$ cat src/rtl/hub75_scan_controller_if.sv
// Framebuffer port-B read bus plus HUB75 panel pins driven by the scan controller.
// The master side is the scan controller; the slave side is the RAM and panel.
interface hub75_scan_controller_if #(
    parameter int ADDR_B_BITS = 10,
    parameter int DATA_B_BITS = 64,
    parameter int NSUB        = 2,
    parameter int ROW_BITS    = 4
);
    logic [ADDR_B_BITS-1:0] rd_addr_b;
    logic [DATA_B_BITS-1:0] rd_data_b;
    logic [3*NSUB-1:0]      rgb;
    logic                   panel_clk;
    logic                   panel_latch;
    logic                   panel_oe_n;
    logic [ROW_BITS-1:0]    row_addr;

    modport master (
        output rd_addr_b, rgb, panel_clk, panel_latch, panel_oe_n, row_addr,
        input  rd_data_b
    );

    modport slave (
        input  rd_addr_b, rgb, panel_clk, panel_latch, panel_oe_n, row_addr,
        output rd_data_b
    );
endinterface

$ cat src/rtl/hub75_scan_controller.sv
// HUB75 scan-out: walks scan rows and BCM bit-planes, shifting one column per two
// clocks from framebuffer port B, then latching and un-blanking for a plane-weighted time.
//
// state   | meaning
// IDLE    | stopped, panel blanked, row/plane held for resume
// SHIFT   | fetch columns and clock them into the panel
// LATCH   | one-cycle latch strobe, row lines updated
// DISPLAY | OE active for BASE_DISPLAY_CYCLES << plane cycles
// NEXT    | advance plane/row, sample enable
module hub75_scan_controller #(
    parameter int PIXEL_WIDTH         = 64,
    parameter int PIXEL_HEIGHT        = 32,
    parameter int PIXEL_HALFHEIGHT    = 16,
    parameter int BYTES_PER_PIXEL     = 3,
    parameter int PLANES              = 8,
    parameter int BASE_DISPLAY_CYCLES = 32
) (
    input  logic                     clk,
    input  logic                     reset,
    input  logic                     enable,
    hub75_scan_controller_if.master  bus,
    output logic                     frame_done,
    output logic                     busy
);
    localparam int NSUB         = PIXEL_HEIGHT / PIXEL_HALFHEIGHT;
    localparam int ROW_BITS     = $clog2(PIXEL_HALFHEIGHT);
    localparam int COL_BITS     = $clog2(PIXEL_WIDTH);
    localparam int DATA_B_BITS  = ((2 ** $clog2(BYTES_PER_PIXEL)) << $clog2(NSUB)) << 3;
    localparam int BITS_PER_SUB = DATA_B_BITS >> $clog2(NSUB);
    localparam int PLANE_BITS   = (PLANES > 1) ? $clog2(PLANES) : 1;
    localparam int STEP_BITS    = COL_BITS + 2;
    localparam int DISP_BITS    = 8 + PLANES;

    localparam logic [STEP_BITS-1:0]  STEP_LAST  = STEP_BITS'(2 * PIXEL_WIDTH + 1);
    localparam logic [STEP_BITS-1:0]  STEP_LOADS = STEP_BITS'(2 * PIXEL_WIDTH);
    localparam logic [STEP_BITS-1:0]  STEP_ADDRS = STEP_BITS'(2 * PIXEL_WIDTH - 1);
    localparam logic [ROW_BITS-1:0]   LAST_ROW   = ROW_BITS'(PIXEL_HALFHEIGHT - 1);
    localparam logic [PLANE_BITS-1:0] LAST_PLANE = PLANE_BITS'(PLANES - 1);

    typedef enum logic [2:0] {
        ST_IDLE,
        ST_SHIFT,
        ST_LATCH,
        ST_DISPLAY,
        ST_NEXT
    } state_t;

    state_t                state;
    logic [ROW_BITS-1:0]   row;
    logic [PLANE_BITS-1:0] plane;
    logic [STEP_BITS-1:0]  step;
    logic [DISP_BITS-1:0]  disp_cnt;
    logic [ROW_BITS-1:0]   next_row;
    logic [3*NSUB-1:0]     rgb_plane;

    always_comb begin
        next_row = (row == LAST_ROW) ? '0 : row + ROW_BITS'(1);
    end

    // Pick the current plane's bit out of the R/G/B byte lanes of each subpanel.
    always_comb begin
        rgb_plane = '0;
        for (int s = 0; s < NSUB; s++) begin
            for (int k = 0; k < 3; k++) begin
                rgb_plane[3*s+k] = bus.rd_data_b[s*BITS_PER_SUB + k*8 + int'(plane)];
            end
        end
    end

    always_ff @(posedge clk) begin
        if (reset) begin
            state           <= ST_IDLE;
            row             <= '0;
            plane           <= '0;
            step            <= '0;
            disp_cnt        <= '0;
            bus.rd_addr_b   <= '0;
            bus.rgb         <= '0;
            bus.panel_clk   <= 1'b0;
            bus.panel_latch <= 1'b0;
            bus.panel_oe_n  <= 1'b1;
            bus.row_addr    <= '0;
            frame_done      <= 1'b0;
            busy            <= 1'b0;
        end else begin
            frame_done <= 1'b0;
            case (state)
                ST_IDLE: begin
                    if (enable) begin
                        state         <= ST_SHIFT;
                        busy          <= 1'b1;
                        step          <= '0;
                        bus.rd_addr_b <= {row, COL_BITS'(0)};
                    end
                end
                ST_SHIFT: begin
                    step          <= step + STEP_BITS'(1);
                    // Rising edge one cycle after data settles for each column.
                    bus.panel_clk <= !step[0] && (step != '0);
                    if (step[0] && step < STEP_LOADS) begin
                        bus.rgb <= rgb_plane;
                        if (step < STEP_ADDRS) begin
                            bus.rd_addr_b <= {row, step[COL_BITS:1] + COL_BITS'(1)};
                        end
                    end
                    if (step == STEP_LAST) begin
                        state           <= ST_LATCH;
                        bus.panel_latch <= 1'b1;
                        bus.row_addr    <= row;
                    end
                end
                ST_LATCH: begin
                    state           <= ST_DISPLAY;
                    bus.panel_latch <= 1'b0;
                    bus.panel_oe_n  <= 1'b0;
                    disp_cnt        <= (DISP_BITS'(BASE_DISPLAY_CYCLES) << plane) - DISP_BITS'(1);
                end
                ST_DISPLAY: begin
                    if (disp_cnt == '0) begin
                        state          <= ST_NEXT;
                        bus.panel_oe_n <= 1'b1;
                        frame_done     <= (plane == LAST_PLANE) && (row == LAST_ROW);
                    end else begin
                        disp_cnt <= disp_cnt - DISP_BITS'(1);
                    end
                end
                ST_NEXT: begin
                    if (plane == LAST_PLANE) begin
                        plane <= '0;
                        row   <= next_row;
                    end else begin
                        plane <= plane + PLANE_BITS'(1);
                    end
                    if (enable) begin
                        state         <= ST_SHIFT;
                        step          <= '0;
                        bus.rd_addr_b <= {(plane == LAST_PLANE) ? next_row : row, COL_BITS'(0)};
                    end else begin
                        state <= ST_IDLE;
                        busy  <= 1'b0;
                    end
                end
                default: state <= ST_IDLE;
            endcase
        end
    end
endmodule
$ cat src/flat_wrapper.sv
// flat-port wrapper written by rule: the top's interface ports become plain ports
module hub75_scan_controller_flat 
#(
    parameter int PIXEL_WIDTH         = 64,
    parameter int PIXEL_HEIGHT        = 32,
    parameter int PIXEL_HALFHEIGHT    = 16,
    parameter int BYTES_PER_PIXEL     = 3,
    parameter int PLANES              = 8,
    parameter int BASE_DISPLAY_CYCLES = 32
)
  (clk, reset, enable, frame_done, busy, bus_rd_addr_b, bus_rgb, bus_panel_clk, bus_panel_latch, bus_panel_oe_n, bus_row_addr, bus_rd_data_b);
  hub75_scan_controller_if bus_i ();
  input  logic clk;
  input  logic reset;
  input  logic enable;
  output logic frame_done;
  output logic busy;
  output wire logic [$bits(bus_i.rd_addr_b)-1:0] bus_rd_addr_b;
  output wire logic [$bits(bus_i.rgb)-1:0] bus_rgb;
  output wire logic [$bits(bus_i.panel_clk)-1:0] bus_panel_clk;
  output wire logic [$bits(bus_i.panel_latch)-1:0] bus_panel_latch;
  output wire logic [$bits(bus_i.panel_oe_n)-1:0] bus_panel_oe_n;
  output wire logic [$bits(bus_i.row_addr)-1:0] bus_row_addr;
  input wire logic [$bits(bus_i.rd_data_b)-1:0] bus_rd_data_b;
  assign bus_rd_addr_b = bus_i.rd_addr_b;
  assign bus_rgb = bus_i.rgb;
  assign bus_panel_clk = bus_i.panel_clk;
  assign bus_panel_latch = bus_i.panel_latch;
  assign bus_panel_oe_n = bus_i.panel_oe_n;
  assign bus_row_addr = bus_i.row_addr;
  assign bus_i.rd_data_b = bus_rd_data_b;
  hub75_scan_controller #(.PIXEL_WIDTH(PIXEL_WIDTH), .PIXEL_HEIGHT(PIXEL_HEIGHT), .PIXEL_HALFHEIGHT(PIXEL_HALFHEIGHT), .BYTES_PER_PIXEL(BYTES_PER_PIXEL), .PLANES(PLANES), .BASE_DISPLAY_CYCLES(BASE_DISPLAY_CYCLES)) u_core (.clk(clk), .reset(reset), .enable(enable), .bus(bus_i), .frame_done(frame_done), .busy(busy));
endmodule
$ cat config.mk
export PLATFORM = sky130hd
export DESIGN_NAME = hub75_scan_controller_flat
export DESIGN_NICKNAME = d
export VERILOG_FILES = /design/src/rtl/hub75_scan_controller_if.sv /design/src/rtl/hub75_scan_controller.sv /design/src/flat_wrapper.sv
export SDC_FILE = /design/constraint.sdc
export NUM_CORES = 1
export LEC_CHECK = 0
export ABC_AREA = 1
export BUFFER_PORTS_ARGS = -buffer_cell sky130_fd_sc_hd__buf_2
export CORE_MARGIN = 2
export CORE_UTILIZATION = 49
export DETAILED_ROUTE_END_ITERATION = 10
export HOLD_SLACK_MARGIN = 0.12
export PLACE_DENSITY = 0.73
export SYNTH_ARGS = -nofsm -noshare
export SYNTH_HDL_FRONTEND = slang
export SYNTH_SLANG_ARGS = --single-unit
$ cat constraint.sdc
create_clock -name clk -period 2.3 [get_ports clk]
set_clock_uncertainty 0.1 [all_clocks]
set_input_delay 0.23 -clock clk [delete_from_list [all_inputs] [get_ports clk]]
set_output_delay 0.23 -clock clk [all_outputs]
set_load 0.01 [all_outputs]
# Word-level counts from Yosys, hierarchy flattened
# Cells that the tools add are included.
[word_totals]
regBits = 59
latchBits = 0
mem_bits_rw = 0
mem_bits_ro = 0
in_bits = 67
out_inout_bits = 25
n_memories = 0
[op_classes]
add_sub_neg = 11
multipliers = 0
div = 0
magnitude_cmp = 8
eq_ne = 16
n_shift = 1
mux = 41
bitwise_logic = 2
n_reduce_logical = 23
[ops]
columns = ["cell", "n"]
rows = [
  ["less-than comparator 32 x 8 -> 1 bit, second input constant", 5],
  ["two-way mux 10 bit", 4],
  ["one-hot mux 16 bit (2 select lines)", 1],
  ["binary-select mux 1 bit (select 6 bit)", 5],
  ["one-hot mux 10 bit (3 select lines)", 1],
  ["adder 6 x 3 -> 7 bit, first input constant", 3],
  ["logical NOT 16 bit", 1],
  ["two-way mux 1 bit", 16],
  ["two-way mux 16 bit", 1],
  ["one-hot mux 8 bit (2 select lines)", 1],
  ["left shift 6 x 3 -> 16 bit, first input constant", 1],
  ["subtractor 16 x 1 -> 16 bit, second input constant", 1],
  ["subtractor 16 x 2 -> 16 bit, second input constant", 1],
  ["one-hot mux 3 bit (5 select lines)", 1],
  ["two-way mux 3 bit", 4],
  ["AND reduction 2 bit", 6],
  ["inequality test 2 x 1 -> 1 bit, second input constant", 5],
  ["adder 8 x 1 -> 8 bit, second input constant", 1],
  ["equality test 8 bit, second input constant", 1],
  ["less-than comparator 8 x 7 -> 1 bit, second input constant", 1],
  ["less-than comparator 8 bit, second input constant", 1],
  ["two-way mux 4 bit", 2],
  ["two-way mux 8 bit", 1],
  ["inequality test 2 bit, second input constant", 4],
  ["23 further kinds", 34],
]

# Logic depth before layout (Yosys ltp)
# Gate-level depths: netlist (run 1).
[logic_depth]
depth_word = 5
depth_mapped = 14
mapped_depth_nobuf = 12

# Worst setup path before layout (run 1)
# OpenSTA, ideal clock, no wires.
[synth_timing]
path_type = "reg-to-reg"
startpoint = "register u_core.plane[0]"
endpoint = "register u_core.disp_cnt[13]"
setup_time_ns = 0.064
arrival_ns = 1.960
t_required_ns = 2.136
slack_ns = 0.176
stages_incl_launch_ff = 13
n_path_buf = 2
period_less_slack_ns = 2.124
path_cell_list = "dfxtp_1 -> buf_2 -> clkinv_1 -> buf_2 -> ha_1 -> nand2_1 -> ha_1 -> inv_1 -> a21oi_1 -> nand3_1 -> o21ai_0 -> nor2_1 -> nor2_1"
[synth_between]
elab_chain_len = 3
[synth_rtl]
columns = ["item", "line", "rtl"]
rows = [
  ["from (decl)", "hub75_scan_controller.sv:50", "logic [PLANE_BITS-1:0] plane;"],
  ["from (signal assigned)", "hub75_scan_controller.sv:132", "plane <= plane + PLANE_BITS'(1);"],
  ["left shift 6 x 3 -> 16 bit", "hub75_scan_controller.sv:116", "disp_cnt <= (DISP_BITS'(BASE_DISPLAY_CYCLES) << plane) - DISP_BITS'(1);"],
  ["subtractor 16 x 2 -> 16 bit", "hub75_scan_controller.sv:116", ""],
  ["one-hot mux 16 bit (2 select lines)", "hub75_scan_controller.sv:87", "case (state)"],
  ["to (signal assigned)", "hub75_scan_controller.sv:116", ""],
  ["to (signal assigned)", "hub75_scan_controller.sv:124", "disp_cnt <= disp_cnt - DISP_BITS'(1);"],
  ["to (decl)", "hub75_scan_controller.sv:52", "logic [DISP_BITS-1:0] disp_cnt;"],
]
# No other way between the ends.
# A chain may end at the register's enable or synchronous reset.

# Worst setup path after layout (run 1)
# Same ends and word-level chain as after synthesis.

==> results.toml, run 1 <==
[clocking]
cts_hold_buf = 1
cts_buffer_depth = 2
worstSkewPairLatency_ns = 0.33
cts_resized = 0
htree_levels = 3
clock-sinks = 59
clk_pin_slew_ns = 0.07
cts_tree = "built"
post_cts_buffers = 0
cts-root-buf = "clkbuf_8"
cts_buffers = 9

[worst_setup_path]
rrSetupSlack_ns = 0.22
endpoint_kind = "flop"
cp-startpoint = "u_core.plane[0]$_SDFFE_PP0N_"
rr_endpoint = "u_core.disp_cnt[13]$_SDFFE_PP0P_"
path_delay_family = "compound AO/OA/AOI/OAI gates"
crit_required_ns = 2.48
startpoint_type = "flop"
path_buf_inv = 2
cp_slowest_stage_delay_ns = 0.38
path_cells = "clkinv_1, ha_1, nand2_1, ha_1, inv_1, a21oi_1, nand3_1, o21ai_0, nor2_1, nor2_1"
worstSetupPathType = "flop to flop"
crit_slowest_cell = "dfxtp_1"
arrival_ns = 2.26
r2r_start = "u_core.plane[0]$_SDFFE_PP0N_"
reg2reg_depth = 10
crit_path_max_fanout = 4

[placement]
dpl_cell_area_sq_um = 4130
dpl.hpwl_um = 7010
gp_congestion = 0.902
port_buffers = 75

[yosys]
synth_edf_count = 0
ys_types = 33
synthTopCellsByArea = "dfxtp_1 32%, nand2_1 12%, nor2_1 11%"
synth-async-reset-ratio_pct = 0
ys_warn_count = 0
syn_area_sq_um = 3680
syn_inst = 585
ys_ff_latch = 59
postSynthAreaPerCell_sq_um = 6.29
synthTopCellsByCount = "121 x nand2_1, 111 x nor2_1, 59 x dfxtp_1, 59 x inv_1, 55 x o21ai_0"
ys_seq_area_share_pct = 32.1
yosysTopAreaCellShare_pct = 32.1
synth_top_area_cell = "dfxtp_1"
yosys.cell_count.top_type = "nand2_1"
synth_nets = 665
synth_ff_type = "dfxtp_1"

[final_layout]
fin_area_sq_um = 4360
area_growth_pct = 18.6
drive_above_1_share_pct = 17.8
multi_input_comb_area_sq_um = 2150
antenna_cells = 0
final_nets = 738
ff_latch_area_sq_um = 1180
n_fill_cell = 721

[min_path]
holdPathStages = 2
hold_class = "primary input to flop"
hold-path-endpoint = "u_core.disp_cnt[3]$_SDFFE_PP0P_"
hp-start = "reset"

[drt]
wl_per_cell_um = 12.2
vias_per_cell = 5.14
drc = 0
finalWirelength_um = 9270
drt_pass1_iterations = 4
dr.first_iter.drc_count = 197
drtAntennaViolNets = 0
vias = 3918

[timing]
setup_viol = 0
grt_setup_unrepaired = "no"
finalHoldViolations = 0
fmax_mhz = 481
finalCriticalPeriod_ns = 2.08
finalHoldWorstSlack_ns = 0.184
slew_violations = 0
period_share_pct = 90.4
worstMarginPinSlew_ns = 0.531
fin_tns_setup_ns = 0
slew_headroom_pct = 64.4

[status]
status = "finished, final reports clean"

[run]
drv_cap = 0

[floorplan]
dieArea_sq_um = 8220
core_sq_um = 7250
pin_count = 92
die_h_um = 90.6
rows = 31
chipWidth_um = 90.6
start_util_pct = 50.7

[global_routing]
grt_max_degree = 28
grt-ovfl-total = 0
grt_pass1_wl_um = 15900
antenna_found_initial = 0
grt_util_all_layers_pct = 23.4
grt_pass1_vias = 3667

[power]
power_density_nw_per_um2 = 542
ir_drop_v = 0.000360
power_leakage_uw = 0.00211
## kinds of logic (layout without fill, tap and decap cells)
logic type               after synthesis  after routing  synth area share, %
AND/OR/NAND/NOR                      306            306                 35.5
adder cells (fa/ha/maj)               13             13                 4.42
AO/OA/AOI/OAI                        120            120                 18.0
XOR/XNOR                               2              2                0.476
buffers and inverters                 85            163                 9.52
flip-flops                            59             59                 32.1
## layout by cell type (no fill, tap or decap), drive strengths merged, types with 2 or more instances in the layout
| master | netlist | final |
|---|---|---|
| nand2 | 127 | 127 |
| nor2 | 113 | 113 |
| buf | 15 | 84 |
| inv | 61 | 61 |
| dfxtp | 59 | 59 |
| o21ai | 55 | 55 |
| a21oi | 44 | 44 |
| nand3 | 40 | 40 |
| o211ai | 13 | 13 |
| ha | 13 | 13 |
| clkbuf | 8 | 11 |
| nand4 | 9 | 9 |
| nor3 | 7 | 7 |
| nand3b | 4 | 4 |
| clkinv | 1 | 4 |
| or2 | 3 | 3 |
| a211oi | 3 | 3 |
| xor2 | 2 | 2 |
| a31oi | 2 | 2 |
| bufinv | 0 | 2 |
## power breakdown
part	total, uW	switching (uW)	internal (uW)
clock	1070	407	663
sequential	1060	17.1	1050
combinational	229	133	96.1
## state kept, by name, summed over array words and instances, names as in the netlist, 3 cells and up
| register | flops |
|---|---|
| u_core.row | 4 |
| u_core.bus.rd_addr_b | 10 |
| u_core.bus.rgb | 6 |
| u_core.step | 8 |
| u_core.bus.row_addr | 4 |
| u_core.disp_cnt | 16 |
| u_core.state | 3 |
| u_core.plane | 3 |
## per-layer routing
metal | vias to the layer above | track usage, % | wire length [um]
met2 | 73 | 42.0 | 4580
li1 | 2054 | - | -
met3 | 14 | 5.09 | 322
met1 | 1777 | 27.5 | 4240
met4 | 0 | 7.82 | 121
met5 | - | 0 | 0
## through the flow
| stage | setup slack [ns] | utilization [%] | instances | power [uW] |
|---|---|---|---|---|
| after floorplan | 0.176 | - | 585 | 1220 |
| after global placement | 0.315 | 56.9 | 745 | 1310 |
| after detailed placement | 0.232 | 56.9 | 745 | 1310 |
| after CTS | 0.225 | 60.2 | 762 | 2390 |
| after global routing | 0.0509 | 60.2 | 762 | 2460 |
| final | 0.220 | 60.2 | 762 | 2360 |
## final cells by class
| class | count | share of cell area [%] |
|---|---|---|
| Multi-Input combinational cell | 441 | 49.2 |
| Sequential cell | 59 | 27.1 |
| Timing Repair Buffer | 85 | 10.4 |
| Inverter | 62 | 5.33 |
| Clock buffer | 11 | 3.47 |
| Tap cell | 99 | 2.84 |
| Clock inverter | 5 | 1.72 |
## worst register-to-register path, stage by stage (launching register included)
cell      delay [ns]
dfxtp_1         0.38
clkinv_1        0.11
ha_1            0.24
nand2_1         0.12
ha_1            0.23
inv_1           0.08
a21oi_1         0.14
nand3_1         0.11
o21ai_0         0.35
nor2_1          0.09
nor2_1          0.09
## how the worst max path moves through the flow
stage,end,slack (ns),depth (start not counted)
2_1_floorplan,u_core.disp_cnt[13]$_SDFFE_PP0P_,0.18,12
3_3_place_gp,u_core.disp_cnt[13]$_SDFFE_PP0P_,0.32,10
3_5_place_dp,u_core.disp_cnt[13]$_SDFFE_PP0P_,0.23,10
4_1_cts,u_core.disp_cnt[13]$_SDFFE_PP0P_,0.23,10
5_1_grt,u_core.disp_cnt[15]$_SDFFE_PP0P_,0.05,10
6_report,u_core.disp_cnt[13]$_SDFFE_PP0P_,0.22,10
Power figures use the tool's default switching activity.
==> run 2, diff against run 1 <==
--- a/config.mk
+++ b/config.mk
@@ -12,6 +12,8 @@
 export DETAILED_ROUTE_END_ITERATION = 10
 export HOLD_SLACK_MARGIN = 0.12
 export PLACE_DENSITY = 0.73
+export RECOVER_POWER = 50
 export SYNTH_ARGS = -nofsm -noshare
 export SYNTH_HDL_FRONTEND = slang
 export SYNTH_SLANG_ARGS = --single-unit
+export TNS_END_PERCENT = 5
==> run 2 against run 1 <==
Effect of this change:
- combinational power down 3%
- final area shrank 0.97%
- setup slack got worse by 0.012 ns
- final cell count unchanged
- largest power group is now registers
==> results.toml, run 2 (synthesized netlist as in run 1, its figures left out) <==
[drt]
drt_pass1_iterations = 5
maxUsedRoutingLayer = "met4"
finalWirelength_um = 9220
met1_length_um = 4260
dr.first_iter.drc_count = 202
wl_per_cell_um = 12.1
vias = 3867
drc = 0
wl_met2_um = 4570
drtAntennaViolNets = 0
vias_per_cell = 5.07
wl_met3_um = 309

[final_layout]
top_register = "u_core.disp_cnt"
largest_reg_flops = 16
drive_above_1_share_pct = 13.6
layout_common_cells = "121 x nand2_1, 111 x nor2_1, 59 x inv_1, 59 x dfxtp_1, 55 x o21ai_0"
top_regs = "u_core.disp_cnt: 16 flops, u_core.bus.rd_addr_b: 10 flops, u_core.step: 8 flops"
final_nets = 738
antenna_cells = 0
fin_util_pct = 59.6
final_common_cell = "nand2_1"
area_growth_pct = 17.5

[global_routing]
grt-ovfl-total = 0
grt_pass1_vias = 3667
grt_max_degree = 28
grt_pass1_wl_um = 15900
grt_util_all_layers_pct = 23.4
antenna_found_initial = 0

[power]
ir_drop_v = 0.000354
power_leakage_uw = 0.00200
power_density_nw_per_um2 = 545

[floorplan]
chipWidth_um = 90.6
pin_count = 92
core_sq_um = 7250
start_util_pct = 50.7
rows = 31
die_h_um = 90.6
dieArea_sq_um = 8220

[timing]
setup_viol = 0
slew_violations = 0
fmax_mhz = 478
fin_ws_ns = 0.208
worstMarginPinSlew_ns = 0.839
period_share_pct = 91.0
fin_tns_setup_ns = 0
slew_headroom_pct = 43.6
finalHoldViolations = 0
finalCriticalPeriod_ns = 2.09
grt_setup_unrepaired = "no"

[clocking]
cts_buffer_depth = 2
worstSkewPairLatency_ns = 0.33
cts-root-buf = "clkbuf_8"
clock-sinks = 59
clk_pin_slew_ns = 0.07
htree_levels = 3
cts_buffers = 9
post_cts_buffers = 0
cts_tree = "built"

[worst_setup_path]
crit_required_ns = 2.46
r2r_start = "u_core.state[2]$_SDFFE_PP0P_"
worstSetupPathType = "flop to flop"
rr_endpoint = "u_core.bus.rd_addr_b[0]$_SDFFE_PP0P_"
path_cells = "inv_2, nand3_2, nor3_1, nand2_2, inv_1, nand2_1, a21oi_1"
reg2reg_depth = 7
startpoint_type = "flop"
crit_path_end = "u_core.bus.rd_addr_b[0]$_SDFFE_PP0P_"
crit_slowest_cell = "nor3_1"
crit_path_max_fanout = 11
rrSetupSlack_ns = 0.21
cp-startpoint = "u_core.state[2]$_SDFFE_PP0P_"
endpoint_kind = "flop"
cp_slowest_stage_delay_ns = 0.68
arrival_ns = 2.26

[placement]
dpl.hpwl_um = 7010
pre_cts_slack_ns = 0.232
port_buffers = 75
gp_congestion = 0.902

[min_path]
hold_class = "primary input to flop"

[run]
drv_cap = 0

[status]
status = "finished, final reports clean"
[run 2: worst max-delay path, delay by kind of cell, from the launching register on]
family	cells	cell delay (ns)
flip-flops	1	0.34
AO/OA/AOI/OAI	1	0.15
AND/OR/NAND/NOR	4	1.19
buffers and inverters	2	0.24
[run 2: final cells by class]
| type | instances | area (sq um) |
|---|---|---|
| flip-flops and latches | 59 | 1180 |
| clock buffers | 11 | 151 |
| fillers | 736 | 2930 |
| multi-input cells | 441 | 2140 |
| well taps | 99 | 124 |
| repair buffers | 85 | 420 |
| clock inverters | 5 | 75.1 |
| inverters | 62 | 233 |
[run 2: power by group]
part	switching [uW]	internal [uW]	total (uW)	leakage, uW
combinational	132	90.3	223	0.00141
sequential	17.8	1050	1070	0.000478
clock	405	663	1070	0.000119
total	555	1800	2360	0.00200
[run 2: layer usage]
metal,track usage [%],vias to the layer above
met4,7.82,0
met5,0,-
met3,5.09,9
met1,27.5,1741
met2,42.0,62
li1,-,2055
[run 2: worst min-delay path by stage]
stage | start | to | slack, ns | cells after the start
finish | reset | u_core.disp_cnt[3]$_SDFFE_PP0P_ | 0.18 | 2
detailed placement | u_core.bus.row_addr[0]$_SDFFE_PP0P_ | u_core.bus.row_addr[0]$_SDFFE_PP0P_ | 0.36 | 2
global placement | u_core.bus.rgb[2]$_SDFFE_PP0P_ | u_core.bus.rgb[2]$_SDFFE_PP0P_ | 0.35 | 2
floorplan | enable | u_core.busy$_SDFFE_PP0P_ | 0.25 | 2
CTS | reset | u_core.disp_cnt[4]$_SDFFE_PP0P_ | 0.17 | 2
global route | reset | u_core.disp_cnt[6]$_SDFFE_PP0P_ | 0.18 | 2
[run 2: what timing repair did]
| item | 4_1_cts | 5_1_grt |
|---|---|---|
| resized for setup | 0 | 0 |
| endpoints found under the hold margin | 1 | 0 |
| hold buffers | 1 | 0 |
[run 2: per-stage QoR]
step | power [uW] | hold slack, ns | cells | cell area (sq um)
after floorplan | 1220 | 0.247 | 585 | 3680
after global placement | 1310 | 0.352 | 745 | 4130
after detailed placement | 1310 | 0.358 | 745 | 4130
after CTS | 2390 | 0.174 | 762 | 4360
after global routing | 2460 | 0.178 | 762 | 4320
final | 2360 | 0.181 | 762 | 4320
